$ cat src/rtl/option_store_ctrl_pkg.sv
// Shared types and sizes for the option store controller.
// Line indices cover rows first, then columns.
package option_store_ctrl_pkg;

  localparam int MAX_DIM = 11;
  localparam int OPT_W   = 16;
  localparam int ADDR_W  = 10;
  localparam int CNT_W   = 7;
  localparam int NLINES  = 2 * MAX_DIM;
  localparam int LINE_W  = 5;

  typedef logic [LINE_W-1:0] line_idx_t;
  typedef logic [ADDR_W-1:0] addr_t;
  typedef logic [CNT_W-1:0]  cnt_t;
  typedef logic [OPT_W-1:0]  opt_t;

  localparam line_idx_t NLINES_IDX = line_idx_t'(NLINES);

  typedef enum logic [2:0] {
    S_IDLE,
    S_LOAD,
    S_READY,
    S_FETCH,
    S_STREAM
  } state_e;

  function automatic logic serve_phase(state_e s);
    return (s == S_READY) || (s == S_FETCH) || (s == S_STREAM);
  endfunction

endpackage

$ cat src/rtl/option_store_ctrl_line_table.sv
// Per-line base address and option count table.
// One write port (count increment plus next-line base), one read port.
module line_table
  import option_store_ctrl_pkg::*;
(
  input  logic      clk,
  input  logic      rst,
  input  line_idx_t wr_idx_i,
  input  logic      cnt_inc_i,
  input  logic      base_we_i,
  input  addr_t     base_wdata_i,
  output logic      cnt_sat_o,
  input  line_idx_t rd_idx_i,
  output addr_t     rd_base_o,
  output cnt_t      rd_cnt_o
);

  addr_t     base_q [NLINES];
  cnt_t      cnt_q  [NLINES];
  line_idx_t nxt_idx;

  // Closing line wr_idx opens line wr_idx+1 at the given base.
  assign nxt_idx = wr_idx_i + line_idx_t'(1);

  // Count increments and base writes for the line being loaded.
  always_ff @(posedge clk or posedge rst) begin
    if (rst) begin
      for (int i = 0; i < NLINES; i++) begin
        base_q[i] <= '0;
        cnt_q[i]  <= '0;
      end
    end else begin
      for (int i = 0; i < NLINES; i++) begin
        if (cnt_inc_i && (wr_idx_i == line_idx_t'(i)))
          cnt_q[i] <= cnt_q[i] + cnt_t'(1);
        if (base_we_i && (nxt_idx == line_idx_t'(i)))
          base_q[i] <= base_wdata_i;
      end
    end
  end

  // Read port and saturation flag; out-of-range indices read as empty.
  always_comb begin
    rd_base_o = '0;
    rd_cnt_o  = '0;
    cnt_sat_o = 1'b1;
    if (rd_idx_i < NLINES_IDX) begin
      rd_base_o = base_q[rd_idx_i];
      rd_cnt_o  = cnt_q[rd_idx_i];
    end
    if (wr_idx_i < NLINES_IDX)
      cnt_sat_o = &cnt_q[wr_idx_i];
  end

endmodule

$ cat src/rtl/option_store_ctrl.sv
// Option store controller: loads parser options into the option RAM,
// then streams all options of a requested line back to the solver.
module option_store_ctrl
  import option_store_ctrl_pkg::*;
(
  input  logic      clk,
  input  logic      rst,
  input  logic      write_ready,
  input  opt_t      line,
  input  logic      line_done,
  input  logic      board_done,
  input  logic [3:0] n,
  input  logic [3:0] m,
  output logic      mem_we,
  output addr_t     mem_addr,
  output opt_t      mem_wdata,
  input  opt_t      mem_rdata,
  input  logic      req_valid,
  output logic      req_ready,
  input  line_idx_t req_line,
  output logic      opt_valid,
  output opt_t      opt_data,
  output logic      opt_last,
  output logic      resp_empty,
  output logic      load_done,
  output logic      error
);

  localparam logic [ADDR_W:0] PTR_ONE = 1;

  state_e          state_q, state_d;
  logic [ADDR_W:0] wr_ptr_q, wr_ptr_d;
  line_idx_t       cur_line_q, cur_line_d;
  cnt_t            rem_q, rem_d;
  logic            err_q, err_d;
  logic            we_q, we_d;
  logic            empty_q, empty_d;
  addr_t           addr_q, addr_d;
  opt_t            wdata_q, wdata_d;

  logic      tbl_inc, tbl_base_we, cnt_sat;
  addr_t     rd_base;
  cnt_t      rd_cnt;
  line_idx_t nm;
  logic      wr_ok, ld_ok, parser_any, accept, req_bad;

  assign nm = line_idx_t'(n) + line_idx_t'(m);

  // A write is dropped once the RAM, the line table or the count is full.
  assign wr_ok = write_ready && !wr_ptr_q[ADDR_W]
              && (cur_line_q < NLINES_IDX) && !cnt_sat;
  assign ld_ok = line_done && (cur_line_q < NLINES_IDX);
  assign parser_any = write_ready | line_done | board_done;

  assign req_ready = (state_q == S_READY) && !empty_q;
  assign accept    = req_ready && req_valid;
  assign req_bad   = (req_line >= nm) || (req_line >= NLINES_IDX)
                  || (rd_cnt == '0);

  line_table u_table (
    .clk          (clk),
    .rst          (rst),
    .wr_idx_i     (cur_line_q),
    .cnt_inc_i    (tbl_inc),
    .base_we_i    (tbl_base_we),
    .base_wdata_i (wr_ptr_d[ADDR_W-1:0]),
    .cnt_sat_o    (cnt_sat),
    .rd_idx_i     (req_line),
    .rd_base_o    (rd_base),
    .rd_cnt_o     (rd_cnt)
  );

  // Next-state, pointer and RAM-port logic for load and serve phases.
  always_comb begin
    state_d     = state_q;
    wr_ptr_d    = wr_ptr_q;
    cur_line_d  = cur_line_q;
    rem_d       = rem_q;
    err_d       = err_q;
    we_d        = 1'b0;
    empty_d     = 1'b0;
    addr_d      = addr_q;
    wdata_d     = wdata_q;
    tbl_inc     = 1'b0;
    tbl_base_we = 1'b0;
    unique case (state_q)
      S_IDLE, S_LOAD: begin
        if (parser_any)
          state_d = S_LOAD;
        if (write_ready) begin
          if (wr_ok) begin
            we_d     = 1'b1;
            addr_d   = wr_ptr_q[ADDR_W-1:0];
            wdata_d  = line;
            wr_ptr_d = wr_ptr_q + PTR_ONE;
            tbl_inc  = 1'b1;
          end else begin
            err_d = 1'b1;
          end
        end
        if (line_done) begin
          if (ld_ok) begin
            cur_line_d  = cur_line_q + line_idx_t'(1);
            tbl_base_we = 1'b1;
          end else begin
            err_d = 1'b1;
          end
        end
        if (board_done) begin
          state_d = S_READY;
          if (cur_line_d != nm)
            err_d = 1'b1;
        end
      end
      S_READY: begin
        if (parser_any)
          err_d = 1'b1;
        if (accept) begin
          if (req_bad) begin
            empty_d = 1'b1;
          end else begin
            state_d = S_FETCH;
            addr_d  = rd_base;
            rem_d   = rd_cnt;
          end
        end
      end
      S_FETCH: begin
        if (parser_any)
          err_d = 1'b1;
        if (rem_q > cnt_t'(1))
          addr_d = addr_q + addr_t'(1);
        state_d = S_STREAM;
      end
      S_STREAM: begin
        if (parser_any)
          err_d = 1'b1;
        if (rem_q > cnt_t'(2))
          addr_d = addr_q + addr_t'(1);
        rem_d = rem_q - cnt_t'(1);
        if (rem_q == cnt_t'(1))
          state_d = S_READY;
      end
      default: state_d = S_IDLE;
    endcase
  end

  // State and registered RAM-port outputs.
  always_ff @(posedge clk or posedge rst) begin
    if (rst) begin
      state_q    <= S_IDLE;
      wr_ptr_q   <= '0;
      cur_line_q <= '0;
      rem_q      <= '0;
      err_q      <= 1'b0;
      we_q       <= 1'b0;
      empty_q    <= 1'b0;
      addr_q     <= '0;
      wdata_q    <= '0;
    end else begin
      state_q    <= state_d;
      wr_ptr_q   <= wr_ptr_d;
      cur_line_q <= cur_line_d;
      rem_q      <= rem_d;
      err_q      <= err_d;
      we_q       <= we_d;
      empty_q    <= empty_d;
      addr_q     <= addr_d;
      wdata_q    <= wdata_d;
    end
  end

  assign mem_we     = we_q;
  assign mem_addr   = addr_q;
  assign mem_wdata  = wdata_q;
  assign opt_valid  = (state_q == S_STREAM);
  assign opt_last   = opt_valid && (rem_q == cnt_t'(1));
  assign opt_data   = opt_valid ? mem_rdata : '0;
  assign resp_empty = empty_q;
  assign load_done  = serve_phase(state_q);
  assign error      = err_q;

endmodule

$ cat config.mk
export PLATFORM = sky130hd
export DESIGN_NAME = option_store_ctrl
export DESIGN_NICKNAME = d
export VERILOG_FILES = /design/src/rtl/option_store_ctrl_pkg.sv /design/src/rtl/option_store_ctrl_line_table.sv /design/src/rtl/option_store_ctrl.sv
export SDC_FILE = /design/constraint.sdc
export NUM_CORES = 1
export LEC_CHECK = 0
export CAP_MARGIN = 5
export CORE_MARGIN = 4
export CORE_UTILIZATION = 65
export DETAILED_ROUTE_END_ITERATION = 6
export GPL_TIMING_DRIVEN = 0
export HOLD_SLACK_MARGIN = 0.08
export PLACE_DENSITY_LB_ADDON = 0.1
export SLEW_MARGIN = 40
export SYNTH_ARGS = -nofsm -noshare
export SYNTH_HDL_FRONTEND = slang
export SYNTH_SLANG_ARGS = --single-unit
$ cat constraint.sdc
create_clock -name clk -period 37.7 [get_ports clk]
set_input_delay 7.54 -clock clk [delete_from_list [all_inputs] [get_ports clk]]
set_output_delay 7.54 -clock clk [all_outputs]
set_load 0.1 [all_outputs]
==> impl_summary.md, run 1 <==
Yosys
For this run, the register share of the synthesized area comes to 0.472. After synthesis the cells add up to 22800 µm². The share of Yosys cell area claimed by the top area cell type is 0.472. Sorting the synthesized cells by area gives the leading types as sky130_fd_sc_hd__dfrtp_1 (47%), sky130_fd_sc_hd__mux4_2 (9.4%), sky130_fd_sc_hd__nand2_1 (5.5%). A synthesized cell averages 10.4 µm².

After synthesis, the share of flip-flops with an asynchronous set or reset is 1.00. The synthesized design contains 0 enable-type register cells. The leading area contributor after synthesis is sky130_fd_sc_hd__dfrtp_1. The cell count after synthesis came out at 2186. The flip-flop and latch count after synthesis is 429. After synthesis, the netlist uses 70 different library cells. The count of warnings emitted by yosys is 0. The flip-flop cell with the highest count after synthesis is sky130_fd_sc_hd__dfrtp_1. The number of nets in the synthesized netlist is 2280.

Clock network
The number of buffers added by the clock tree synthesis step is 46. CTS placed an instance of sky130_fd_sc_hd__clkbuf_16 at the clock tree root. Once the clock tree was built, the setup fixing pass inserted 0 buffers. In this run the number of H-tree levels came out at 2. At the later pin of the worst-skew pair, clock insertion delay measures 0.60 ns. TritonCTS built the clock tree.

Buffers inserted to repair hold after CTS numbered 0. The number of gates resized after CTS was 0. The buffer depth of the longest clock path is 3. The total clock sinks is 429.

The clock-pin slew on the worst setup and hold paths is 0.06 ns.

Power
The share of total power dissipated in the clock network is 0.297. The power dissipated by switching net loads is 690 µW. Of the total power, the share spent switching nets is 0.419. In this run the power density over the cells is 63.7 nW/µm².

The worst ir drop on vdd is 0.0780 mV. The leakage power summed over all cells is 11.6 nW. The internal power of the cells is 958 µW.

The share of total power dissipated in combinational logic is 0.353. Of the total power, registers draw 0.351. The design draws 1.65 mW.

Placement
The number of port buffers is 98. At the end of routability-driven placement, the weighted congestion stood at 1.04. The wire-length estimate of the detail-placed layout is 52400 µm.

Critical path
Along the worst path, the maximum fanout reaches 1. The worst-case register-to-register setup slack is 32.87 ns. The sort of element at the end of the critical path is a primary output. The kind of start point of the critical path is a primary input.

The most critical setup path has its endpoint at opt_data[8]. For the worst flop-to-flop path, the logic depth is 12. The data arrival at the endpoint of the critical path is 8.52 ns. The critical path launch point is mem_rdata[8]. The launch point of the worst reg-to-reg path is cur_line_q[2]$_DFFE_PP0N_. The endpoint identified for the worst register-to-register timing path is u_table.base_q[112]$_DFFE_PP0P_. STA puts the critical path data required time at 30.16 ns. The startpoint-to-endpoint class of the critical path is primary input to primary output.

Global routing
The overall global routing resource usage is 0.388. The residual overflow from global routing is 0. The wire length of the first global-routing pass is 114000 µm. The number of antenna violations at the first check in global routing is 4. Entering global routing, the biggest net connects 81 pins.

The number of global-route vias before repair is 19500.

Timing
Final hold analysis gives a worst-case slack of 0.469 ns. The worst max-slew margin expressed relative to the limit is 0.389. The shortest period the worst path allows is 16.06 ns. The final number of setup-violating endpoints is 0. For this run, the top clock speed supported by timing is 62.3 MHz.

Setup repair after global routing left no endpoint under its margin. The count of final max-slew check failures is 0. The worst-margin pin slew is 0.917 ns.

Summed over all failing endpoints, the final setup total negative slack is 0 ns. Dividing the final minimum period by the clock period gives 0.426. The final setup skew is 0.0281 ns. The number of hold-slack violations in the final timing report came to 0.

Detailed routing
The count of nets left with antenna violations once routing finished came out at 0. In the final routed layout, each cell accounts on average for 26.2 µm. The initial DRC count is 2428. The detailed-route wire length is 74000 µm. The per-cell via count in the routed design is 6.91.

In the routed design, unresolved DRC markers number 2. The detailed-router iteration count before antenna repair is 7. Across all layers, the routed design uses 19600 vias.

Floorplan
The height of the die is 195 µm. For this design the top-level I/O count stands at 100. The core region is 34500 µm². The row count is 68. The floorplan step defined a die boundary enclosing 38100 µm². The width of the die is 195 µm. For this configuration, the core starts out at a cell density of 0.659.

Flow run
The count of max-cap constraint violations is 0.

Run status
The final reports fail on design-rule violations. The flow ran to the end, but the final reports show violations.

Worst hold path
The worst hold path was traced through 2 stages. The min-delay analysis places its worst path in the category flop to flop.

Cells and area
The area growth from synthesis to layout is 13.7%. The leading cell type in the layout, fill and taps excluded is sky130_fd_sc_hd__dfrtp_1. The share of post-route cells with drive strength above 1 is 0.139. The filler cell count in the final layout is 2413.

In the layout the commonest cells are sky130_fd_sc_hd__dfrtp_1 (429), sky130_fd_sc_hd__nand2_1 (334), sky130_fd_sc_hd__o21ai_0 (246), sky130_fd_sc_hd__clkbuf_1 (117), sky130_fd_sc_hd__nand4_1 (117). The final layout contains 2432 nets.
through the flow:
step | cells | util | instance area, µm² | worst slack (ns)
2_1_floorplan | 2186 | - | 22800 | 18.21
3_3_place_gp | 2739 | 0.704 | 24300 | 13.61
3_5_place_dp | 2745 | 0.702 | 24200 | 21.64
4_1_cts | 2828 | 0.749 | 25900 | 21.63
5_1_grt | 2828 | 0.749 | 25900 | 21.60
6_report | 2829 | 0.749 | 25900 | 21.64
power by group through the flow:
stage               Combinational (mW)  Clock (mW)  Sequential [mW]
detailed placement               0.561           0            0.582
floorplan                        0.322           0            0.642
finish                           0.581       0.489            0.578
global placement                 0.563           0            0.579
global route                     0.612       0.509            0.583
CTS                              0.565       0.488            0.575
how the worst min path moves through the flow:
stage	slack (ns)	startpoint	to
after floorplan	0.44	wr_ptr_q[10]$_DFFE_PP0P_	wr_ptr_q[10]$_DFFE_PP0P_
after global placement	0.46	u_table.base_q[56]$_DFFE_PP0P_	u_table.base_q[56]$_DFFE_PP0P_
after detailed placement	0.46	mem_wdata[6]$_DFFE_PP0P_	mem_wdata[6]$_DFFE_PP0P_
after CTS	0.47	mem_wdata[15]$_DFFE_PP0P_	mem_wdata[15]$_DFFE_PP0P_
after global routing	0.50	u_table.base_q[191]$_DFFE_PP0P_	u_table.base_q[191]$_DFFE_PP0P_
final	0.47	mem_wdata[9]$_DFFE_PP0P_	mem_wdata[9]$_DFFE_PP0P_
final cells by class:
type | count | area, µm² | share of cell area
Inverter | 35 | 139 | 0.00537
Tap cell | 455 | 569 | 0.0220
Timing Repair Buffer | 104 | 893 | 0.0345
Sequential cell | 429 | 10700 | 0.415
Buffer | 166 | 699 | 0.0270
Clock buffer | 63 | 1340 | 0.0516
Clock inverter | 20 | 290 | 0.0112
Antenna cell | 1 | 2.50 | 0.0000967
Multi-Input combinational cell | 1556 | 11200 | 0.433
critical path, cell delays in order:
cell and delay, ns:
sky130_fd_sc_hd__clkdlybuf4s50_1 0.45, sky130_fd_sc_hd__and2_1 0.11, sky130_fd_sc_hd__buf_2 0.42
cells by family after synthesis:
group | Yosys count | share of synthesized area
AO/OA/AOI/OAI | 393 | 0.101
multiplexers | 199 | 0.142
XOR/XNOR | 156 | 0.0600
adder cells (fa/ha/maj) | 43 | 0.0240
flip-flops | 429 | 0.472
buffers and inverters | 201 | 0.0363
AND/OR/NAND/NOR | 765 | 0.165
flip-flops by register name, indices dropped and copies added, names as in the netlist:
register,flops
cur_line_q,5
error,1
mem_addr,10
mem_wdata,16
mem_we,1
rem_q,7
resp_empty,1
state_q,3
u_table.base_q,220
u_table.cnt_q,154
wr_ptr_q,11
cell usage after synthesis, drive strengths merged, types with 3 or more instances:
master / n
mux2i: 64
buf: 52
a21oi: 36
mux4: 95
a31oi: 6
o211ai: 12
o22a: 4
a221oi: 8
a211oi: 7
xnor2: 80
xor2: 76
or2: 9
mux2: 40
nand4b: 4
nor3b: 6
a21o: 8
dfrtp: 429
nor2b: 18
clkbuf: 114
a22o: 3
nand2b: 10
inv: 34
or3: 7
a2bb2oi: 5
and3b: 4
o221ai: 3
o21ai: 247
nand3: 74
and2: 28
a2111oi: 3
nand4: 117
nor4: 21
nand2: 334
a22oi: 17
nor3: 62
o32ai: 6
and3: 25
nand3b: 3
o22ai: 8
ha: 42
nor2: 38
per-layer routing:
metal	vias up	GRT usage	routed length, µm
li1	8216	-	-
met5	-	0	21
met4	4	0.147	3220
met2	1383	0.566	32200
met1	9684	0.550	28600
met3	273	0.127	9950
Power figures use the tool's default switching activity.
==> run 2, diff against run 1 <==
--- a/config.mk
+++ b/config.mk
@@ -7,7 +7,7 @@
 export LEC_CHECK = 0
 export CAP_MARGIN = 5
 export CORE_MARGIN = 4
-export CORE_UTILIZATION = 65
+export CORE_UTILIZATION = 61
 export DETAILED_ROUTE_END_ITERATION = 6
 export GPL_TIMING_DRIVEN = 0
 export HOLD_SLACK_MARGIN = 0.08
==> constraint.sdc (replaced) <==
create_clock -name clk -period 15.9 [get_ports clk]
set_input_delay 3.18 -clock clk [delete_from_list [all_inputs] [get_ports clk]]
set_output_delay 3.18 -clock clk [all_outputs]
set_load 0.1 [all_outputs]
==> run 2 against run 1 <==
Effect of this change:
- the run now ends clean
- clock-buffer cell count fell by 1
- die area up 6.3%
- sequential share of layout area up 0.089 points
- core utilization decreased by 4.5 points
- cell count rose by 0.42%
==> impl_summary.md, run 2 (synthesized netlist as in run 1, its figures left out) <==
Flow run
Max-cap violations in this run came to 0.

Cells and area
Of the cells placed in the final design, the portion with a size suffix greater than 1 is 0.136. The library cells used most frequently in the layout, excluding fill and tap cells, are sky130_fd_sc_hd__dfrtp_1 (429), sky130_fd_sc_hd__nand2_1 (334), sky130_fd_sc_hd__o21ai_0 (246), sky130_fd_sc_hd__clkbuf_1 (121), sky130_fd_sc_hd__nand4_1 (117). For this run, the number of standard cells in the final layout without fillers is 2841. The number of flip-flops in the largest register is 220. u_table.base_q holds more flip-flops than any other register. The library cell used most frequently in the layout, excluding fill and tap cells, is sky130_fd_sc_hd__dfrtp_1.

The number of nets in the layout is 2431. The final core utilization is 0.703. Relative to the synthesized area, the layout overhead comes to 13.5%. The post-route cell area is 25800 µm².

Placement
The congestion estimate from routability-driven global placement came to 1.03. The post-detailed-placement half-perimeter wirelength is 52600 µm. The count of placed standard cells including taps is 2757. The placement-stage worst setup slack is 8.03 ns. After detailed placement, the total cell area comes to 24200 µm².

The number of port buffers is 98.

Global routing
The number of global-route vias before repair is 19100. The number of antenna violations at the first check in global routing came to 0. For this run the aggregate overflow at the end of global routing stands at 0. The overall global routing resource usage is 0.359. The pin count of the biggest net entering global routing is 83. The wire length of the first global-routing pass is 113000 µm.

Floorplan
The width of the die is 201 µm. The total core area is 36700 µm². The row count is 70. In this run the count of I/O pins placed on the die edge is 100. The starting density of the core is 0.620. The height of the die is 201 µm. The area of the die is 40500 µm².

Timing
The least setup slack across all paths after layout is 8.50 ns. The final setup skew is 0.0182 ns. The worst max-slew margin expressed relative to the limit is 0.406.

The number of hold-slack violations in the final timing report is 0. The count of final max-slew check failures came to 0. The highest achievable clock rate is 135 MHz.

The final number of setup-violating endpoints is 0. Setup repair after global routing left no endpoint under its margin. In the finished design, the share of the clock period the worst path needs comes to 0.465. For the pin with the worst max-slew slack, the measured transition is 0.890 ns.

The post-route worst hold slack is 0.469 ns. The routed design could run at a clock period as short as 7.40 ns. The setup total negative slack is 0 ns.

Critical path
The largest individual stage delay along the critical path comes from the cell sky130_fd_sc_hd__buf_1. The worst setup path is launched from a primary input. Traced cell by cell, the critical path runs through clkdlybuf4s50_1 -> buf_2 -> buf_2 -> buf_2 -> buf_1 -> buf_1 -> mux4_2 -> mux4_2 -> a2bb2oi_1 -> o21ai_0 -> mux2_2. The worst-case register-to-register setup slack is 11.26 ns. The critical register-to-register path endpoint is u_table.cnt_q[125]$_DFFE_PP0P_. The most prevalent standard cell on the critical path is sky130_fd_sc_hd__buf_2. The worst endpoint required time is 16.38 ns. The startpoint-to-endpoint class of the critical path is primary input to flop. The launch point of the worst reg-to-reg path is cur_line_q[2]$_DFFE_PP0N_.

The worst reg2reg path depth is 12. For this run, the slowest stage of the critical path takes 0.72 ns. Of all nets on the critical path, the largest fanout is 11.

The sort of element at the end of the critical path is a flop. At the worst endpoint, the arrival time is 7.88 ns.

Worst hold path
In this run the worst hold path is classified as flop to flop. The startpoint identified for the worst hold timing path is wr_ptr_q[10]$_DFFE_PP0P_. The worst hold path endpoint is wr_ptr_q[10]$_DFFE_PP0P_. Along the worst hold path, the cell count comes to 1.

Clock network
The clock reaches the later pin of the worst-skew pair after 0.61 ns. The clock-pin slew on the worst setup and hold paths is 0.06 ns. The root buffer cell chosen for the clock tree is sky130_fd_sc_hd__clkbuf_16. The H-tree depth reported by CTS is 2.

The buffer depth of the longest clock path is 3. The number of buffers added by the clock tree synthesis step is 46. The number of buffers inserted to repair setup after CTS is 0. Buffers inserted to repair hold after CTS numbered 0.

TritonCTS built the clock tree. The tree built by TritonCTS fans out to 429 sinks. After clock tree synthesis, the repair step resized 0 gates.

Power
The total power per unit cell area is 150 nW/µm². The switching part of the total power is 0.420. The leakage power summed over all cells is 11.5 nW. Of the total power, registers draw 0.355.

Cell internal power was estimated by the tool at 2.24 mW. The power dissipated by switching net loads is 1.62 mW. The worst ir drop on vdd is 0.145 mV. Of the total power, the clock network draws 0.292. The overall power of the completed layout is 3.86 mW. The part of the power in combinational logic is 0.353.

Detailed routing
The remaining routing DRC violations is 0. The detailed-route wire length is 72600 µm. The via count of the routed design is 19300.

The initial DRC count is 2375. The detailed-router iteration count before antenna repair is 6. The remaining antenna violation count after routing is 0. After detailed routing, the average wire length per cell comes to 25.6 µm. After detailed routing, the number of vias per cell comes to 6.80.

Run status
The flow ran to the end, and the final reports show no timing, DRC or antenna violations.
[run 2: cell types whose count changed in the layout (fill, tap and decap cells not counted), moves of 2 or more]
| cell | previous run | this run |
|---|---|---|
| sky130_fd_sc_hd__inv_6 | 0 | 2 |
| sky130_fd_sc_hd__clkbuf_8 | 12 | 8 |
| sky130_fd_sc_hd__clkbuf_2 | 3 | 1 |
| sky130_fd_sc_hd__clkbuf_1 | 117 | 121 |
| sky130_fd_sc_hd__clkinv_4 | 1 | 3 |
| sky130_fd_sc_hd__clkinvlp_4 | 4 | 1 |
[run 2: power groups by stage]
| stage | combinational, mW | sequential, mW | clock (mW) |
|---|---|---|---|
| finish | 1.36 | 1.37 | 1.13 |
| global route | 1.44 | 1.38 | 1.18 |
| CTS | 1.33 | 1.36 | 1.13 |
| detailed placement | 1.33 | 1.38 | 0 |
| global placement | 1.33 | 1.38 | 0 |
| floorplan | 0.762 | 1.52 | 0 |
[run 2: worst max-delay path by stage]
stage,start,to,slack [ns]
after floorplan,rst,cur_line_q[0]$_DFFE_PP0N_,0.77
after global placement,rst,mem_addr[3]$_DFFE_PP0P_,-4.00
after detailed placement,req_line[1],mem_addr[3]$_DFFE_PP0P_,8.03
after CTS,mem_rdata[0],opt_data[0],8.54
after global routing,req_line[1],mem_addr[4]$_DFFE_PP0P_,8.49
final,req_line[1],mem_addr[3]$_DFFE_PP0P_,8.50
[run 2: layout make-up]
type / instances / area (µm²)
antenna: 1 / 2.50
buffer: 166 / 698
clock buffer: 62 / 1290
clock inverter: 21 / 292
fill: 2788 / 10900
inverter: 35 / 139
multi-input combinational: 1556 / 11200
sequential: 429 / 10700
tap: 468 / 586
timing repair buffer: 103 / 873
[run 2: critical path: cells and delay by family]
family | cells | cell delay (ns)
buf+inv | 6 | 2.97
compound gates | 2 | 0.44
mux | 3 | 1.28
[run 2: metal layers]
layer	GRT usage	share of wire	vias to the layer above
met3	0.122	0.13	230
met2	0.527	0.44	1248
met4	0.129	0.041	0
met5	0	0	-
li1	-	-	8228
met1	0.506	0.40	9621
